File: src/rtl/stop_deserializer_pkg.sv
// ----------------------------------------------------------------------------
// stop_deserializer_pkg
// Shared definitions for the three-lane Flip/Rotate/Polarity serial link.
// The frame length is one constant used by both the transmitter and the
// receiver, so the two ends cannot drift apart.
//   FRAME_BITS        data bits per frame per lane
//   BITS_TO_TRANSMIT  transmitter view of FRAME_BITS
//   BITS_TO_RECEIVE   receiver view of FRAME_BITS
//   IDX_W             width of the bit index counter
//   state_t           receiver FSM state encoding
// ----------------------------------------------------------------------------
package stop_deserializer_pkg;

    localparam int FRAME_BITS       = 7;
    localparam int BITS_TO_TRANSMIT = FRAME_BITS;
    localparam int BITS_TO_RECEIVE  = FRAME_BITS;

    // Index width for a given frame length; never narrower than one bit so a
    // degenerate one-bit frame still has a legal counter.
    function automatic int idx_width(input int bits);
        return (bits > 1) ? $clog2(bits) : 1;
    endfunction

    localparam int IDX_W = idx_width(FRAME_BITS);

    typedef enum logic [1:0] {
        HUNT = 2'd0,
        RX   = 2'd1,
        GAP  = 2'd2
    } state_t;

endpackage

File: src/rtl/stop_deserializer_lane.sv
// ----------------------------------------------------------------------------
// stop_lane
// One receive lane: a shadow register that collects serial bits at the
// position given by idx, and an output word loaded from the shadow when the
// frame completes.
// Ports:
//   clk_in   bit clock
//   rst      asynchronous active-high reset
//   sample   serial lane value for this cycle
//   wr_en    write sample into shadow bit idx
//   load     copy the completed frame to word (asserted with the last write)
//   idx      bit position being written
//   word     last completed frame for this lane
// ----------------------------------------------------------------------------
module stop_lane #(
    parameter int BITS  = 7,
    parameter int IDX_W = 3
) (
    input  logic             clk_in,
    input  logic             rst,
    input  logic             sample,
    input  logic             wr_en,
    input  logic             load,
    input  logic [IDX_W-1:0] idx,
    output logic [BITS-1:0]  word
);

    logic [BITS-1:0] shadow_reg;
    logic [BITS-1:0] shadow_next;
    logic [BITS-1:0] word_reg;

    // Per-bit write decode; the output load uses shadow_next so the last bit,
    // written in the same cycle as the load, is part of the loaded word.
    genvar gi;
    generate
        for (gi = 0; gi < BITS; gi++) begin : g_bit
            assign shadow_next[gi] = (wr_en && (idx == IDX_W'(gi))) ? sample
                                                                    : shadow_reg[gi];
        end
    endgenerate

    always_ff @(posedge clk_in or posedge rst) begin
        if (rst) begin
            shadow_reg <= '0;
            word_reg   <= '0;
        end else begin
            shadow_reg <= shadow_next;
            if (load) begin
                word_reg <= shadow_next;
            end
        end
    end

    assign word = word_reg;

endmodule

File: src/rtl/stop_deserializer.sv
// ----------------------------------------------------------------------------
// stop_deserializer
// Receive end of the Flip/Rotate/Polarity serial link. Each frame is one gap
// cycle (ss_sync=1) followed by BITS_TO_RECEIVE data cycles, LSB first, on
// all three lanes in lock-step. Completed frames are presented in parallel
// with a one-cycle rx_valid; framing errors pulse rx_err and bump a
// saturating counter.
// Ports:
//   clk_in       bit clock (posedge sampling)
//   rst          asynchronous active-high reset
//   ss_Flip      serial Flip lane
//   ss_Rotate    serial Rotate lane
//   ss_Polarity  serial Polarity lane
//   ss_sync      high in the transmitter's gap cycle
//   ll_Flip      last good Flip word
//   ll_Rotate    last good Rotate word
//   ll_Polarity  last good Polarity word
//   rx_valid     one-cycle pulse when ll_* update
//   rx_err       one-cycle pulse per framing error
//   err_cnt      saturating framing-error count
// ----------------------------------------------------------------------------
module stop_deserializer #(
    parameter int BITS_TO_RECEIVE = stop_deserializer_pkg::FRAME_BITS,
    parameter int ERR_CNT_W       = 8
) (
    input  logic                       clk_in,
    input  logic                       rst,
    input  logic                       ss_Flip,
    input  logic                       ss_Rotate,
    input  logic                       ss_Polarity,
    input  logic                       ss_sync,
    output logic [BITS_TO_RECEIVE-1:0] ll_Flip,
    output logic [BITS_TO_RECEIVE-1:0] ll_Rotate,
    output logic [BITS_TO_RECEIVE-1:0] ll_Polarity,
    output logic                       rx_valid,
    output logic                       rx_err,
    output logic [ERR_CNT_W-1:0]       err_cnt
);

    import stop_deserializer_pkg::*;

    localparam int               LIDX_W   = idx_width(BITS_TO_RECEIVE);
    localparam logic [LIDX_W-1:0] LAST_IDX = LIDX_W'(BITS_TO_RECEIVE - 1);

    state_t               state_reg;
    logic [LIDX_W-1:0]    idx_reg;
    logic                 rx_valid_reg;
    logic                 rx_err_reg;
    logic [ERR_CNT_W-1:0] err_cnt_reg;

    // Data is only sampled in RX on non-sync cycles; the gap cycle's lane
    // values are never looked at, so a floating lane there is harmless.
    logic lane_wr;
    logic lane_load;

    assign lane_wr   = (state_reg == RX) && !ss_sync;
    assign lane_load = lane_wr && (idx_reg == LAST_IDX);

    // Lane 0 = Flip, 1 = Rotate, 2 = Polarity.
    logic [2:0]                 lane_bits;
    logic [BITS_TO_RECEIVE-1:0] lane_word [3];

    assign lane_bits = {ss_Polarity, ss_Rotate, ss_Flip};

    genvar gi;
    generate
        for (gi = 0; gi < 3; gi++) begin : g_lane
            stop_lane #(
                .BITS  (BITS_TO_RECEIVE),
                .IDX_W (LIDX_W)
            ) u_lane (
                .clk_in (clk_in),
                .rst    (rst),
                .sample (lane_bits[gi]),
                .wr_en  (lane_wr),
                .load   (lane_load),
                .idx    (idx_reg),
                .word   (lane_word[gi])
            );
        end
    endgenerate

    always_ff @(posedge clk_in or posedge rst) begin
        if (rst) begin
            state_reg    <= HUNT;
            idx_reg      <= '0;
            rx_valid_reg <= 1'b0;
            rx_err_reg   <= 1'b0;
            err_cnt_reg  <= '0;
        end else begin
            rx_valid_reg <= 1'b0;
            rx_err_reg   <= 1'b0;
            case (state_reg)
                HUNT: begin
                    if (ss_sync) begin
                        state_reg <= RX;
                        idx_reg   <= '0;
                    end
                end
                RX: begin
                    if (ss_sync) begin
                        // Early sync: drop the partial frame and restart on
                        // the cycle after this sync.
                        rx_err_reg <= 1'b1;
                        idx_reg    <= '0;
                        if (err_cnt_reg != '1) begin
                            err_cnt_reg <= err_cnt_reg + 1'b1;
                        end
                    end else if (idx_reg == LAST_IDX) begin
                        rx_valid_reg <= 1'b1;
                        idx_reg      <= '0;
                        state_reg    <= GAP;
                    end else begin
                        idx_reg <= idx_reg + 1'b1;
                    end
                end
                GAP: begin
                    idx_reg <= '0;
                    if (ss_sync) begin
                        state_reg <= RX;
                    end else begin
                        // Missing gap: alignment is lost, hunt for the next sync.
                        rx_err_reg <= 1'b1;
                        state_reg  <= HUNT;
                        if (err_cnt_reg != '1) begin
                            err_cnt_reg <= err_cnt_reg + 1'b1;
                        end
                    end
                end
                default: begin
                    state_reg <= HUNT;
                    idx_reg   <= '0;
                end
            endcase
        end
    end

    assign ll_Flip     = lane_word[0];
    assign ll_Rotate   = lane_word[1];
    assign ll_Polarity = lane_word[2];
    assign rx_valid    = rx_valid_reg;
    assign rx_err      = rx_err_reg;
    assign err_cnt     = err_cnt_reg;

endmodule

File: config.mk
export PLATFORM = sky130hd
export DESIGN_NAME = stop_deserializer
export DESIGN_NICKNAME = d
export VERILOG_FILES = /design/src/rtl/stop_deserializer_pkg.sv /design/src/rtl/stop_deserializer_lane.sv /design/src/rtl/stop_deserializer.sv
export SDC_FILE = /design/constraint.sdc
export NUM_CORES = 1
export LEC_CHECK = 0
export CAP_MARGIN = 25
export CELL_PAD_IN_SITES_DETAIL_PLACEMENT = 0
export CELL_PAD_IN_SITES_GLOBAL_PLACEMENT = 1
export CORE_MARGIN = 2
export CORE_UTILIZATION = 44
export CTS_CLUSTER_DIAMETER = 200
export DETAILED_ROUTE_END_ITERATION = 8
export GPL_TIMING_DRIVEN = 0
export PLACE_DENSITY = 0.84
export SLEW_MARGIN = 20
export SYNTH_ARGS = -nofsm -noshare
export SYNTH_HDL_FRONTEND = slang
export SYNTH_SLANG_ARGS = --single-unit
File: constraint.sdc
create_clock -name clk_in -period 3.1 [get_ports clk_in]
set_input_delay 0.31 -clock clk_in [delete_from_list [all_inputs] [get_ports clk_in]]
set_output_delay 0.31 -clock clk_in [all_outputs]
set_load 0.01 [all_outputs]
Word-level counts from Yosys, hierarchy flattened. Cells that the tools add are included.

Flip-flop bits (word level): 57. Output and inout bits: 31.

Add/sub/neg operators: 2. Equality and inequality tests: 14. Muxes and demuxes: 40. Reductions and logical operators: 14.

Operators by type and width (number): $mux W1 (27); $mux W8 (3); $pmux W8 S2 (1); $eq A3 B3 Y1 const B (3); $mux W3 (3); $add A8 B1 Y8 const B (1); $logic_and A1 B1 Y1 (8); $ne A2 B2 Y1 const B (4); $ne A8 B8 Y1 const B (1); $eq A3 B2 Y1 const B (2); $mux W2 (3); $pmux W2 S3 (1); $pmux W3 S2 (1); $reduce_and A3 Y1 (2); $add A3 B1 Y3 const B (1); $eq A3 B1 Y1 const B (1); $logic_not A3 Y1 (1); $eq A2 B1 Y1 const B (1); $eq A2 B2 Y1 const B (1); $logic_not A2 Y1 (1); $ne A2 B1 Y1 const B (1); $pmux W1 S2 (1); $reduce_bool A2 Y1 (1); $logic_not A1 Y1 (1).

Logic depth before layout (Yosys ltp). Gate-level depths: netlist of the first run.

Depth after elaboration: 4. Mapped depth: 8. Gate-level depth less buffers: 6.

Cells and area by module. From an unflattened synthesis of the first run, not the netlist that was laid out.

Cell total of the unflattened synthesis: 181. Area total of the unflattened synthesis: 2592.5 um2.

By module, submodules not included: stop_lane (instances 3, cells an instance 37, area an instance 610.6 um2, seq. area each 350.3 um2); stop_deserializer (instances 1, cells an instance 70, area an instance 760.7 um2, seq. area each 375.4 um2).

Least setup slack after synthesis of the first run. Ideal clock, no wire load.

Path kind: register to register. From: reg idx_reg[1]. To: reg g_lane[0].u_lane.word_reg[3]. Arrival time: 1.785 ns. Path slack: 1.190 ns. Stages on the path, launching flop included: 8. Path buffers: 1. Period minus slack after synthesis: 1.910 ns. Path through: dfrtp_1 clkbuf_1 and2_1 ha_1 nand2_1 nor3_1 mux2_2 mux2_2.

Word-level cells in the longest chain between the ends: 3. Elaborated cells on any way between the ends: 5.

RTL lines: start: declaration (RTL line stop_deserializer.sv:46) `logic [LIDX_W-1:0] idx_reg;`; start signal: assignment (RTL line stop_deserializer.sv:114) `idx_reg <= idx_reg + 1'b1;`; $eq A3 B2 Y1 (RTL line stop_deserializer_lane.sv:37) `assign shadow_next[gi] = (wr_en && (idx == IDX_W'(gi))) ? sample`; $logic_and A1 B1 Y1 (RTL line stop_deserializer_lane.sv:37); $mux W1 (RTL line stop_deserializer_lane.sv:37); net g_lane[0].u_lane.shadow_next[3] (RTL line stop_deserializer_lane.sv:29) `logic [BITS-1:0] shadow_next;`; end signal: assignment (RTL line stop_deserializer_lane.sv:49) `word_reg <= shadow_next;`; end: declaration (RTL line stop_deserializer_lane.sv:30) `logic [BITS-1:0] word_reg;`.

The timed path passes the listed nets, and every way through them passes these cells. A chain may end at the register's enable or synchronous reset.

Worst setup path in the final report of the first run.
From: reg idx_reg[1]. To: reg g_lane[2].u_lane.word_reg[3].

Word-level cells in the longest chain between the ends: 3. Elaborated cells on any way between the ends: 5.

RTL lines (RTL line): $eq A3 B2 Y1 (stop_deserializer_lane.sv:37); $logic_and A1 B1 Y1 (stop_deserializer_lane.sv:37); $mux W1 (stop_deserializer_lane.sv:37); net g_lane[2].u_lane.shadow_next[3] (stop_deserializer_lane.sv:29); end signal: assignment (stop_deserializer_lane.sv:49); end: declaration (stop_deserializer_lane.sv:30).

The timed path passes the listed nets, and every way through them passes these cells.

==> results of run 1 <==
[cell type report]
type,instances,area (um^2)
Tap cell,70,87.6
Multi-Input combinational cell,129,808
Timing Repair Buffer,35,350
Sequential cell,54,1350
Buffer,8,58.8
Inverter,9,37.5
Fill cell,494,2240
Clock buffer,7,76.3
[final timing paths]
path,endpoint,cells after the start,slack (ps),startpoint
max in group asynchronous,g_lane[0].u_lane.shadow_reg[4]$_DFF_PP0_,2,2220,rst
worst max register to register,g_lane[2].u_lane.word[3]$_DFFE_PP0P_,7,980,idx_reg[1]$_DFFE_PP0P_
worst min-delay path,idx_reg[0]$_DFFE_PP0P_,2,230,ss_sync
worst min register to register,g_lane[0].u_lane.word[0]$_DFFE_PP0P_,2,470,g_lane[0].u_lane.shadow_reg[0]$_DFF_PP0_
worst max-delay path,g_lane[2].u_lane.word[3]$_DFFE_PP0P_,7,980,idx_reg[1]$_DFFE_PP0P_
min in group asynchronous,rx_valid$_DFF_PP0_,2,460,rst
[cell families after synthesis]
logic type | share of synthesized area
compound gates | 0.0289
xor+xnor | 0.0194
fa+ha+maj | 0.0111
buf+inv | 0.0416
flops | 0.600
mux | 0.115
simple gates | 0.184
[where the power goes]
group / leakage (nW) / internal, W / switching [W]
Clock: 0.0383 / 0.000156 / 0.000199
Combinational: 0.579 / 0.000277 / 0.000183
Sequential: 0.698 / 0.000873 / 0.000119
[layer usage]
| metal | share of wire | wire length, um | global-route usage |
|---|---|---|---|
| met2 | 0.50 | 1920 | 0.259 |
| met4 | 0.015 | 56 | 0.0468 |
| met3 | 0.035 | 136 | 0.0423 |
| met1 | 0.45 | 1740 | 0.199 |
| met5 | 0 | 0 | 0 |
[cell usage in the layout, fill, tap and decap left out, drive strengths merged]
cell | synthesis | final
a211oi | 1 | 1
a21boi | 1 | 1
a21oi | 5 | 5
a22oi | 1 | 1
a31oi | 1 | 1
and2 | 1 | 1
and3b | 1 | 1
buf | 5 | 5
clkbuf | 3 | 10
clkdlybuf4s50 | 0 | 35
clkinv | 1 | 1
dfrtp | 54 | 54
ha | 2 | 2
inv | 8 | 8
mux2 | 23 | 23
nand2 | 62 | 62
nand3 | 5 | 5
nand4 | 2 | 2
nor2 | 6 | 6
nor3 | 4 | 4
nor3b | 1 | 1
nor4 | 2 | 2
nor4b | 2 | 2
o21ai | 1 | 1
o22ai | 1 | 1
or3 | 2 | 2
xnor2 | 3 | 3
xor2 | 2 | 2
[critical path: stages, from the launching register on]
cell	delay (ps)
dfrtp_1	330
clkbuf_1	310
and2_1	190
ha_1	130
nand2_1	50
nor3_1	340
mux2_2	400
mux2_2	260
[metrics by stage]
step | setup slack, ps | cell area, um^2
final | 976 | 2770
after global routing | 766 | 2770
after CTS | 959 | 2770
after detailed placement | 975 | 2690
after global placement | 465 | 2690
after floorplan | 1190 | 2250
==> parameters.txt, run 1 <==
Parameter                              Value

Die
  Core area ... 5010 um^2
  Top-level I/O count ... 37
  Number of core rows ... 26
  Chip width ... 75.6 um
  Die Area ... 5710 um^2
  Y dimension of the die ... 75.6 um
  Initial Utilization ... 0.450

Pwr
  Total leakage power ... 1.32 nW
  Pwr/cell area ... 652 nW/um^2
  Total power consumption of the routed design ... 0.00181 W
  Worst vdd rail ir drop ... 0.000408 V

Global route
  Initial antenna violation count ... 0
  Number of global-route vias before repair ... 1466
  Pin count of the biggest net entering global routing ... 55
  Wire length of the first global-routing pass ... 6.67 mm
  Overall routing resource usage ... 0.155
  GR Overflow Total ... 0

Synth
  Top cells by instance count after synthesis ... nand2_1, dfrtp_1, mux2_2
  Number of unique standard cell types used by synthesis ... 33
  Share of Yosys cell area claimed by the top area cell type ... 0.600
  Largest cells by area after synthesis ... dfrtp_1, mux2_2, nand2_1
  Total standard cell area after synthesis ... 2250 um^2
  Leading cell type by number of instances after synthesis ... nand2_1
  Fraction of registers with async set or reset after synthesis ... 1.00
  Post-synthesis area per instance ... 11.3 um^2
  Area leader, netlist ... dfrtp_1
  Yosys warning count ... 0
  Synthesized netlist net count ... 208
  Proportion of synthesized chip area in sequential cells ... 0.600
  Number of instances in the synthesized netlist ... 200
  Number of storage elements in the synthesis netlist ... 54
  Number of synthesized flops with an enable pin ... 0
  Most instantiated flip-flop cell in the synthesis netlist ... dfrtp_1

STA
  Post-Route Setup TNS ... 0 ps
  Setup repair after global routing missed its margin ... false
  Pin slew with the least headroom to its limit ... 642 ps
  Final Hold Vio Count ... 0
  Finish-stage setup viols ... 0
  Achievable Freq ... 471 MHz
  Worst relative slew slack ... 0.572
  Hold WS ... 233 ps
  Total count of max-transition violations in the final report ... 0
  Final Critical Period ... 2120 ps
  Final worst path period share ... 0.685
  Clock skew after layout ... 3.41 ps

Route
  Via/cell ratio ... 4.91
  Total detailed-routing wirelength ... 3.85 mm
  Routed Antenna Nets ... 0
  Total via count after detailed routing ... 1531
  DRC violation count after routing ... 0
  Starting DRC count in detailed routing ... 64
  Average routed wire per standard cell ... 12.3 um
  DR pass1 iterations ... 4

Run status
  Run status ... complete, no violations

Layout
  Area added between synthesis and finish ... 22.9%
  Post-layout instance count excluding filler cells ... 312
  Total Nets Final ... 250
  Max FFs per register ... 21
  Share of the core filled with cells ... 0.553
  Antenna cells ... 0
  Layout cell share with drive strength beyond 1 ... 0.157

Clocking
  # clock sinks ... 54
  Post-CTS setup repair buffer count ... 0
  Clock edge transition at the registers on the reported setup and hold paths ... 80 ps
  Hold buffer count at cts ... 0
  Clock root cell ... clkbuf_8
  Maximum clock path buffer count ... 2
  Deepest level of the CTS H-tree ... 2
  Inserted Clock Buffers ... 5
  CTS tree ... done
  Clock insertion delay at the later pin of the skew report ... 290 ps
  Post-CTS Resized ... 0

Critical path
  Highest fanout seen on the critical path ... 9
  Worst setup SP type ... register
  Worst endpoint data arrival time ... 2310 ps
  Required time at the worst-slack endpoint ... 3280 ps
  Critical Setup Path Class ... reg2reg
  CP endpoint kind ... register

Placement
  DPL Wire Length ... 2.69 mm
  Placed cell count ... 305
  Final RePlAce weighted congestion ... 0.783
  Count of buffers inserted at the top-level ports ... 35

Hold path
  Type of the most critical hold path ... in2reg

Job
  Maximum Capacitance Violations ... 0
Note: power is estimated with default switching activity, not from simulation.
==> inputs of run 2 (changes only) <==
CORE_UTILIZATION = 41   (was 44)
PLACE_DENSITY = 0.79   (was 0.84)
clock period = 2.2 ns   (was 3.1 ns; I/O delays follow)
==> parameters.txt, run 2 (same netlist as run 1, synthesis figures left out) <==
Parameter                              Value

Hold path
  Type of the most critical hold path ... in2reg

Layout
  Commonest cells after routing, fill and taps aside ... nand2_1, dfrtp_1, clkdlybuf4s50_1
  Antenna cells ... 0
  Register cell area after layout ... 1350 um^2
  Most common cell after layout, fill and taps aside ... nand2_1
  Post-layout instance count excluding filler cells ... 312
  Area of combinational cells with multiple inputs ... 808 um^2
  Total Nets Final ... 249
  Share of the core filled with cells ... 0.538
  Fill cells ... 501
  Area added between synthesis and finish ... 24.3%
  Max FFs per register ... 21
  Layout cell share with drive strength beyond 1 ... 0.165

Placement
  Placed cell count ... 305
  DPL Wire Length ... 2.70 mm
  Count of buffers inserted at the top-level ports ... 35
  Final RePlAce weighted congestion ... 0.750

STA
  Setup repair after global routing missed its margin ... false
  Pin slew with the least headroom to its limit ... 650 ps
  Final worst path period share ... 0.917
  Clock skew after layout ... 6.14 ps
  Final Hold Vio Count ... 0
  Achievable Freq ... 495 MHz
  Total count of max-transition violations in the final report ... 0
  Finish-stage setup viols ... 0
  Final Critical Period ... 2020 ps
  Worst relative slew slack ... 0.566

Clocking
  Post-CTS Resized ... 0
  Hold buffer count at cts ... 0
  Clock edge transition at the registers on the reported setup and hold paths ... 90 ps
  Post-CTS setup repair buffer count ... 0
  Maximum clock path buffer count ... 2
  Clock insertion delay at the later pin of the skew report ... 300 ps
  Inserted Clock Buffers ... 5
  Deepest level of the CTS H-tree ... 2
  # clock sinks ... 54
  Clock root cell ... clkbuf_8
  CTS tree ... done

Die
  Chip width ... 78.1 um
  Core area ... 5200 um^2
  Number of core rows ... 26
  Initial Utilization ... 0.433
  Die Area ... 6110 um^2
  Y dimension of the die ... 78.1 um
  Top-level I/O count ... 37

Pwr
  Power dissipated by switching net loads ... 0.000737 W
  Clock network fraction of total power ... 0.242
  Switching part of the total power ... 0.274
  Pwr/cell area ... 963 nW/um^2
  Worst vdd rail ir drop ... 0.000625 V
  Total leakage power ... 1.33 nW
  Internal power ... 0.00196 W
  Flop pwr share ... 0.519
  Fraction of power consumed by combinational cells ... 0.239

Critical path
  Highest fanout seen on the critical path ... 9
  Setup slack of the most critical reg-to-reg path ... 180 ps
  FF-to-FF Start ... idx_reg[1]$_DFFE_PP0P_
  CP Capture Point ... g_lane[0].u_lane.word[3]$_DFFE_PP0P_
  Worst setup SP type ... register
  Worst Reg2Reg Path Length in Cells ... 6
  Crit path from ... idx_reg[1]$_DFFE_PP0P_
  Required time at the worst-slack endpoint ... 2400 ps
  Worst endpoint data arrival time ... 2210 ps
  Critical Setup Path Class ... reg2reg
  CP endpoint kind ... register
  Destination of the worst register-to-register timing path ... g_lane[0].u_lane.word[3]$_DFFE_PP0P_

Job
  Maximum Capacitance Violations ... 0

Route
  Starting DRC count in detailed routing ... 67
  Average routed wire per standard cell ... 12.6 um
  Total via count after detailed routing ... 1494
  DRC violation count after routing ... 0
  DR pass1 iterations ... 4
  Total detailed-routing wirelength ... 3.92 mm
  Via/cell ratio ... 4.79
  Routed Antenna Nets ... 0

Global route
  Pin count of the biggest net entering global routing ... 55
  Wire length of the first global-routing pass ... 7.04 mm
  Number of global-route vias before repair ... 1471
  Initial antenna violation count ... 0
  GR Overflow Total ... 0
  Overall routing resource usage ... 0.146

Run status
  Run status ... complete, no violations
run 2: cell count changes in the layout (fill, tap and decap cells not counted):
cell	delta
clkbuf_1	-2
bufinv_16	+1
clkinvlp_4	+1
run 2: worst min path at each step:
| stage | startpoint | to | slack [ps] | cells past startpoint |
|---|---|---|---|---|
| after global placement | g_lane[1].u_lane.shadow_reg[4]$_DFF_PP0_ | g_lane[1].u_lane.word[4]$_DFFE_PP0P_ | 450 | 2 |
| after CTS | ss_sync | idx_reg[1]$_DFFE_PP0P_ | 120 | 2 |
| after global routing | ss_sync | idx_reg[1]$_DFFE_PP0P_ | 140 | 2 |
| after floorplan | ss_Flip | g_lane[0].u_lane.word[6]$_DFFE_PP0P_ | 330 | 2 |
| final | ss_sync | idx_reg[1]$_DFFE_PP0P_ | 130 | 2 |
| after detailed placement | g_lane[0].u_lane.shadow_reg[0]$_DFF_PP0_ | g_lane[0].u_lane.word[0]$_DFFE_PP0P_ | 450 | 2 |
run 2: power groups by stage:
stage / Sequential, W / Combinational, W / Clock [W]
after floorplan: 0.00144 / 0.000322 / 0
after global placement: 0.00141 / 0.000645 / 0
after detailed placement: 0.00141 / 0.000659 / 0
after CTS: 0.00140 / 0.000661 / 0.000674
after global routing: 0.00144 / 0.000710 / 0.000724
final: 0.00140 / 0.000643 / 0.000653
run 2: routing by layer:
layer	vias to the layer above	wire (um)	track usage
met5	-	0	0
met4	0	52	0.0474
met3	6	111	0.0345
met2	22	1950	0.235
met1	721	1800	0.195
li1	745	-	-
run 2: metrics by stage:
stage	cell area, um^2	setup WS (ps)	hold slack, ps	TNS (ps)	total power (W)
after floorplan	2250	290	325	0	0.00176
after global placement	2690	-326	446	-17460	0.00206
after detailed placement	2690	61.8	451	0	0.00207
after CTS	2800	44.5	123	0	0.00273
after global routing	2800	91.2	136	0	0.00287
final	2800	182	130	0	0.00270
run 2: cell type report:
cell class | instances | area share
timing repair buffer | 35 | 0.125
clock buffer | 6 | 0.0259
clock inverter | 2 | 0.0134
buffer | 7 | 0.0197
inverter | 9 | 0.0134
multi-input combinational | 129 | 0.289
tap | 70 | 0.0313
sequential | 54 | 0.483
run 2: worst max-delay path, cell delays in order (launching register included):
cell	delay [ps]
dfrtp_1	520
and2_1	180
ha_1	140
nand2_1	50
nor3_1	350
mux2_2	400
mux2_2	260
==> variant 1 (config.mk and constraints of run 2) <==
Change the parameter `ERR_CNT_W` from 8 to 6.
--- a/src/rtl/stop_deserializer.sv
+++ b/src/rtl/stop_deserializer.sv
@@ -21,7 +21,7 @@
 // ----------------------------------------------------------------------------
 module stop_deserializer #(
     parameter int BITS_TO_RECEIVE = stop_deserializer_pkg::FRAME_BITS,
-    parameter int ERR_CNT_W       = 8
+    parameter int ERR_CNT_W       = 6
 ) (
     input  logic                       clk_in,
     input  logic                       rst,
Interface: changed (resized err_cnt); port bits go from 37 to 35. The function was not compared with the original's and may differ.
==> variant 1 against run 2 <==
- routed wire length decreased by 0.28%
- final cell count decreased by 15%
- sequential cell count decreased by 2
- area after synthesis decreased by 3.0%
- worst setup slack improved by 58 ps
- final area decreased by 3.4%
- total power decreased by 7.1%
- largest cell class unchanged
==> variant 1: results (changes against run 2) <==
| Metric | Value |
|---|---|
| Global-route total usage across every layer | 14.89% (was 14.60%) |
| Ranking of synthesized cells by instance count | sky130_fd_sc_hd__dfrtp_1, sky130_fd_sc_hd__mux2_2, sky130_fd_sc_hd__a21oi_1 (was sky130_fd_sc_hd__nand2_1, sky130_fd_sc_hd__dfrtp_1, sky130_fd_sc_hd__mux2_2) |
| Pre-CTS setup slack | 287.9 ps (was 61.82 ps) |
| Max VDD drop | 0.5861 mV (was 0.6254 mV) |
| Iter 0 DRT Violations | 129 (was 67) |
| Estimated wirelength of the detail-placed design | 2.768 mm (was 2.698 mm) |
| Inst Count DP | 259 (was 305) |
| RD Place Congestion | 0.7831 (was 0.7502) |
| Net count, final | 204 (was 249) |
| Biggest cell delay along the critical path | 350 ps (was 520 ps) |
| Sequential-to-total area share from yosys stat | 59.53% (was 59.97%) |
| Result of the run | finished, final reports clean (unchanged) |
| Number of buffers added on ports | 33 (was 35) |
| Cell at the slowest stage of the critical path | sky130_fd_sc_hd__mux2_2 (was sky130_fd_sc_hd__dfrtp_1) |
| Worst-path maximum fanout | 8 (was 9) |
| Final Routed Wirelength | 3.907 mm (was 3.918 mm) |
| Reg-to-reg slack, setup | 240 ps (was 180 ps) |
| Via count of the first global-routing pass | 1420 (was 1471) |
| Fmax | 0.5102 GHz (was 0.4955 GHz) |
| Vias post-DR | 1342 (was 1494) |
| Worst Max-Slew Pin Slew | 408.6 ps (was 650.4 ps) |
| Fraction of layout instances using a drive strength above 1 | 32.14% (was 16.53%) |
| Global-route wire length before repair | 6.900 mm (was 7.038 mm) |
| Leakage Power | 1.236 nW (was 1.328 nW) |
| Critical path arrival | 2150 ps (was 2210 ps) |
| Top post-synthesis cells by area | sky130_fd_sc_hd__dfrtp_1, sky130_fd_sc_hd__mux2_2, sky130_fd_sc_hd__a21oi_1 (was sky130_fd_sc_hd__dfrtp_1, sky130_fd_sc_hd__mux2_2, sky130_fd_sc_hd__nand2_1) |
| Worst Skew | 3.106 ps (was 6.143 ps) |
-- variant 1: per-stage QoR --
step	power (W)	hold slack, ps
4_1_cts	0.002540	145.9
6_report	0.002505	151.6
3_5_place_dp	0.002027	471.0
5_1_grt	0.002674	143.2
2_1_floorplan	0.001713	370.4
3_3_place_gp	0.001983	463.7
-- variant 1: per-layer routing --
metal  routed length (um)  vias up  part of all wire, %  track usage (%)
li1                     -      628                    -                -
met1                 1803      684                   46            19.34
met2                 1885       24                   48            23.77
met3                  150        6                  3.8            4.118
met4                   67        0                  1.7            5.893
met5                    0        -                    0                0
-- variant 1: cell type report --
cell class | instances | area (um2)
clock inverters | 2 | 12.51
multi-input cells | 89 | 805.8
repair buffers | 34 | 350.3
clock buffers | 5 | 68.82
well taps | 70 | 87.58
fillers | 465 | 2435
plain buffers | 9 | 60.06
flip-flops and latches | 52 | 1301
inverters | 5 | 18.77
-- variant 1: cells by family after synthesis --
group / share of synthesized area [%]
XOR/XNOR: 0.4008
adder cells (fa/ha/maj): 1.145
flip-flops: 59.53
AO/OA/AOI/OAI: 3.721
AND/OR/NAND/NOR: 8.300
multiplexers: 23.30
buffers and inverters: 3.606
-- variant 1: power by group --
group / switching (W) / leakage, nW / internal (W) / total [W]
clock network: 0.000291 / 0.0400 / 0.000216 / 0.000506
registers: 0.000143 / 0.673 / 0.00118 / 0.00133
logic: 0.000258 / 0.523 / 0.000414 / 0.000672
-- variant 1: path summary, 6_finish.rpt --
path                                                               start                                  endpoint  cells after the start
worst min-delay path                                             ss_sync                    idx_reg[2]$_DFFE_PP0P_                      2
min in group asynchronous                                            rst  g_lane[1].u_lane.shadow_reg[0]$_DFF_PP0_                      2
worst min register to register  g_lane[2].u_lane.shadow_reg[0]$_DFF_PP0_      g_lane[2].u_lane.word[0]$_DFFE_PP0P_                      1
worst max register to register                    idx_reg[1]$_DFFE_PP0P_      g_lane[1].u_lane.word[3]$_DFFE_PP0P_                      6
worst max-delay path                              idx_reg[1]$_DFFE_PP0P_      g_lane[1].u_lane.word[3]$_DFFE_PP0P_                      6
max in group asynchronous                                            rst                    idx_reg[2]$_DFFE_PP0P_                      3
==> variant 2 (config.mk and constraints of run 2) <==
Without the edit above. Encoding of `state_t`: now one-hot (3 bits for 3 states).
--- a/src/rtl/stop_deserializer_pkg.sv
+++ b/src/rtl/stop_deserializer_pkg.sv
@@ -23,10 +23,10 @@
 
     localparam int IDX_W = idx_width(FRAME_BITS);
 
-    typedef enum logic [1:0] {
-        HUNT = 2'd0,
-        RX   = 2'd1,
-        GAP  = 2'd2
+    typedef enum logic [2:0] {
+        HUNT = 3'b001,
+        RX   = 3'b010,
+        GAP  = 3'b100
     } state_t;
 
 endpackage
Check against the original RTL: same outputs for any inputs over 10 cycles, from zero or initial values and one cycle with rst high; not proved beyond that.
==> variant 2 against run 2 <==
- area after synthesis up 2.3%
- clock skew up 1.7 ps
- combinational power down 30%
- utilization down 0.53 points
- first-iteration DRC count down 30%
- final area up 4.1%
- routed wire length up 3.0%
- worst hold slack better by 230 ps
- maximum frequency down 6.0%
- sequential cell count up 1
- worst setup slack worse by 130 ps
- total power down 14%
- largest cell class unchanged
==> variant 2: results (changes against run 2) <==
| Metric | Value |
|---|---|
| Clock share of power | 28.3% (was 24.2%) |
| Global-route wire length before repair | 7.072 mm (was 7.038 mm) |
| Max VDD drop | 0.4737 mV (was 0.6254 mV) |
| Leakage Power | 1.355 nW (was 1.328 nW) |
| Ranking of synthesized cells by instance count | sky130_fd_sc_hd__dfrtp_1, sky130_fd_sc_hd__mux2_2 (was sky130_fd_sc_hd__nand2_1, sky130_fd_sc_hd__dfrtp_1, sky130_fd_sc_hd__mux2_2) |
| Cell type group with the largest total delay on the critical path | simple AND/OR/NAND/NOR gates (was multiplexers) |
| Pre-CTS setup slack | -539.0 ps (was 61.82 ps) |
| Inst Count DP | 282 (was 305) |
| Estimated wirelength of the detail-placed design | 2.754 mm (was 2.698 mm) |
| Biggest cell delay along the critical path | 560 ps (was 520 ps) |
| Worst-path maximum fanout | 6 (was 9) |
| Top post-synthesis cells by area | sky130_fd_sc_hd__dfrtp_1, sky130_fd_sc_hd__mux2_2, sky130_fd_sc_hd__mux2_4 (was sky130_fd_sc_hd__dfrtp_1, sky130_fd_sc_hd__mux2_2, sky130_fd_sc_hd__nand2_1) |
| Vias post-DR | 1476 (was 1494) |
| Met3 wire len | 187 um (was 111 um) |
| Cell at the slowest stage of the critical path | sky130_fd_sc_hd__or4b_4 (was sky130_fd_sc_hd__dfrtp_1) |
| Iter 0 DRT Violations | 47 (was 67) |
| Number of buffers added on ports | 36 (was 35) |
| Worst min path class | input port to asynchronous set/reset pin (was input port to flop) |
| RD Place Congestion | 0.7839 (was 0.7502) |
| Sw Share | 26.31% (was 27.35%) |
| Via count of the first global-routing pass | 1437 (was 1471) |
| Synth Net Count | 182 (was 208) |
| Sequential-to-total area share from yosys stat | 59.77% (was 59.97%) |
| Worst Skew | 7.833 ps (was 6.143 ps) |
| Grt met3 use | 4.432% (was 3.448%) |
| Count of cell types in the netlist | 38 (was 33) |
| Result of the run | finished, final reports clean (unchanged) |
| Avg Inst Size Synth | 13.25 um2 (was 11.27 um2) |
| Met2 routed WL | 1.820 mm (was 1.952 mm) |
| Critical path arrival | 2330 ps (was 2210 ps) |
| Area after detailed placement | 2764 um2 (was 2694 um2) |
| Met2 routing resource usage after global routing | 20.76% (was 23.53%) |
| Routed length on met1 | 2.004 mm (was 1.803 mm) |
| Global-route total usage across every layer | 14.52% (was 14.60%) |
-- variant 2: cell count changes in the layout (fill, tap and decap cells not counted), moves of 2 or more --
cell,change
sky130_fd_sc_hd__inv_1,-2
sky130_fd_sc_hd__xnor2_1,-3
sky130_fd_sc_hd__nor2b_1,+3
sky130_fd_sc_hd__buf_4,+4
sky130_fd_sc_hd__mux2_4,+3
sky130_fd_sc_hd__nand2_1,-55
sky130_fd_sc_hd__mux2_2,+14
sky130_fd_sc_hd__o21ai_0,+6
sky130_fd_sc_hd__nand3_1,+3
sky130_fd_sc_hd__o21a_1,+2
-- variant 2: what timing repair did --
action                     4_1_cts  5_1_grt
pin swaps                        0        2
gates resized for setup          5        3
setup endpoints to repair       22        3
buffers inserted                 3        1
-- variant 2: through the flow --
step           util (%)  total power [W]  setup TNS, ps
4_1_cts           52.95         0.002345              0
2_1_floorplan         -         0.001496              0
5_1_grt           53.27         0.002475              0
3_3_place_gp      50.46         0.001645         -33430
3_5_place_dp      50.50         0.001649         -12880
6_report          53.27         0.002319              0
-- variant 2: cell families (layout without fill, tap and decap cells) --
logic type / after synthesis / count (layout) / share of synthesized area (%)
flops: 55 / 55 / 59.77
xor+xnor: 2 / 2 / 0.7602
compound gates: 19 / 19 / 5.103
buf+inv: 13 / 60 / 2.497
simple gates: 43 / 43 / 10.80
mux: 40 / 40 / 19.98
fa+ha+maj: 2 / 2 / 1.086
-- variant 2: final timing paths --
check / end / slack, ps / from / cells past startpoint
max: g_lane[2].u_lane.shadow_reg[5]$_DFF_PP0_ / 50 / state_reg[2]$_DFFE_PP0P_ / 5
min: g_lane[0].u_lane.word[4]$_DFFE_PP0P_ / 360 / rst / 2
max reg2reg: g_lane[2].u_lane.shadow_reg[5]$_DFF_PP0_ / 50 / state_reg[2]$_DFFE_PP0P_ / 5
min reg2reg: g_lane[2].u_lane.word[1]$_DFFE_PP0P_ / 490 / g_lane[2].u_lane.word[1]$_DFFE_PP0P_ / 1
max in group asynchronous: g_lane[0].u_lane.shadow_reg[5]$_DFF_PP0_ / 1390 / rst / 2
min in group clk_in: idx_reg[2]$_DFFE_PP0P_ / 420 / ss_sync / 2
-- variant 2: cell type report --
| type | count | area [um2] |
|---|---|---|
| multi-input cells | 106 | 882.1 |
| clock inverters | 2 | 38.79 |
| clock buffers | 6 | 72.57 |
| well taps | 72 | 90.09 |
| repair buffers | 40 | 389.1 |
| plain buffers | 5 | 36.28 |
| inverters | 7 | 28.78 |
| fillers | 510 | 2557 |
| flip-flops and latches | 55 | 1378 |
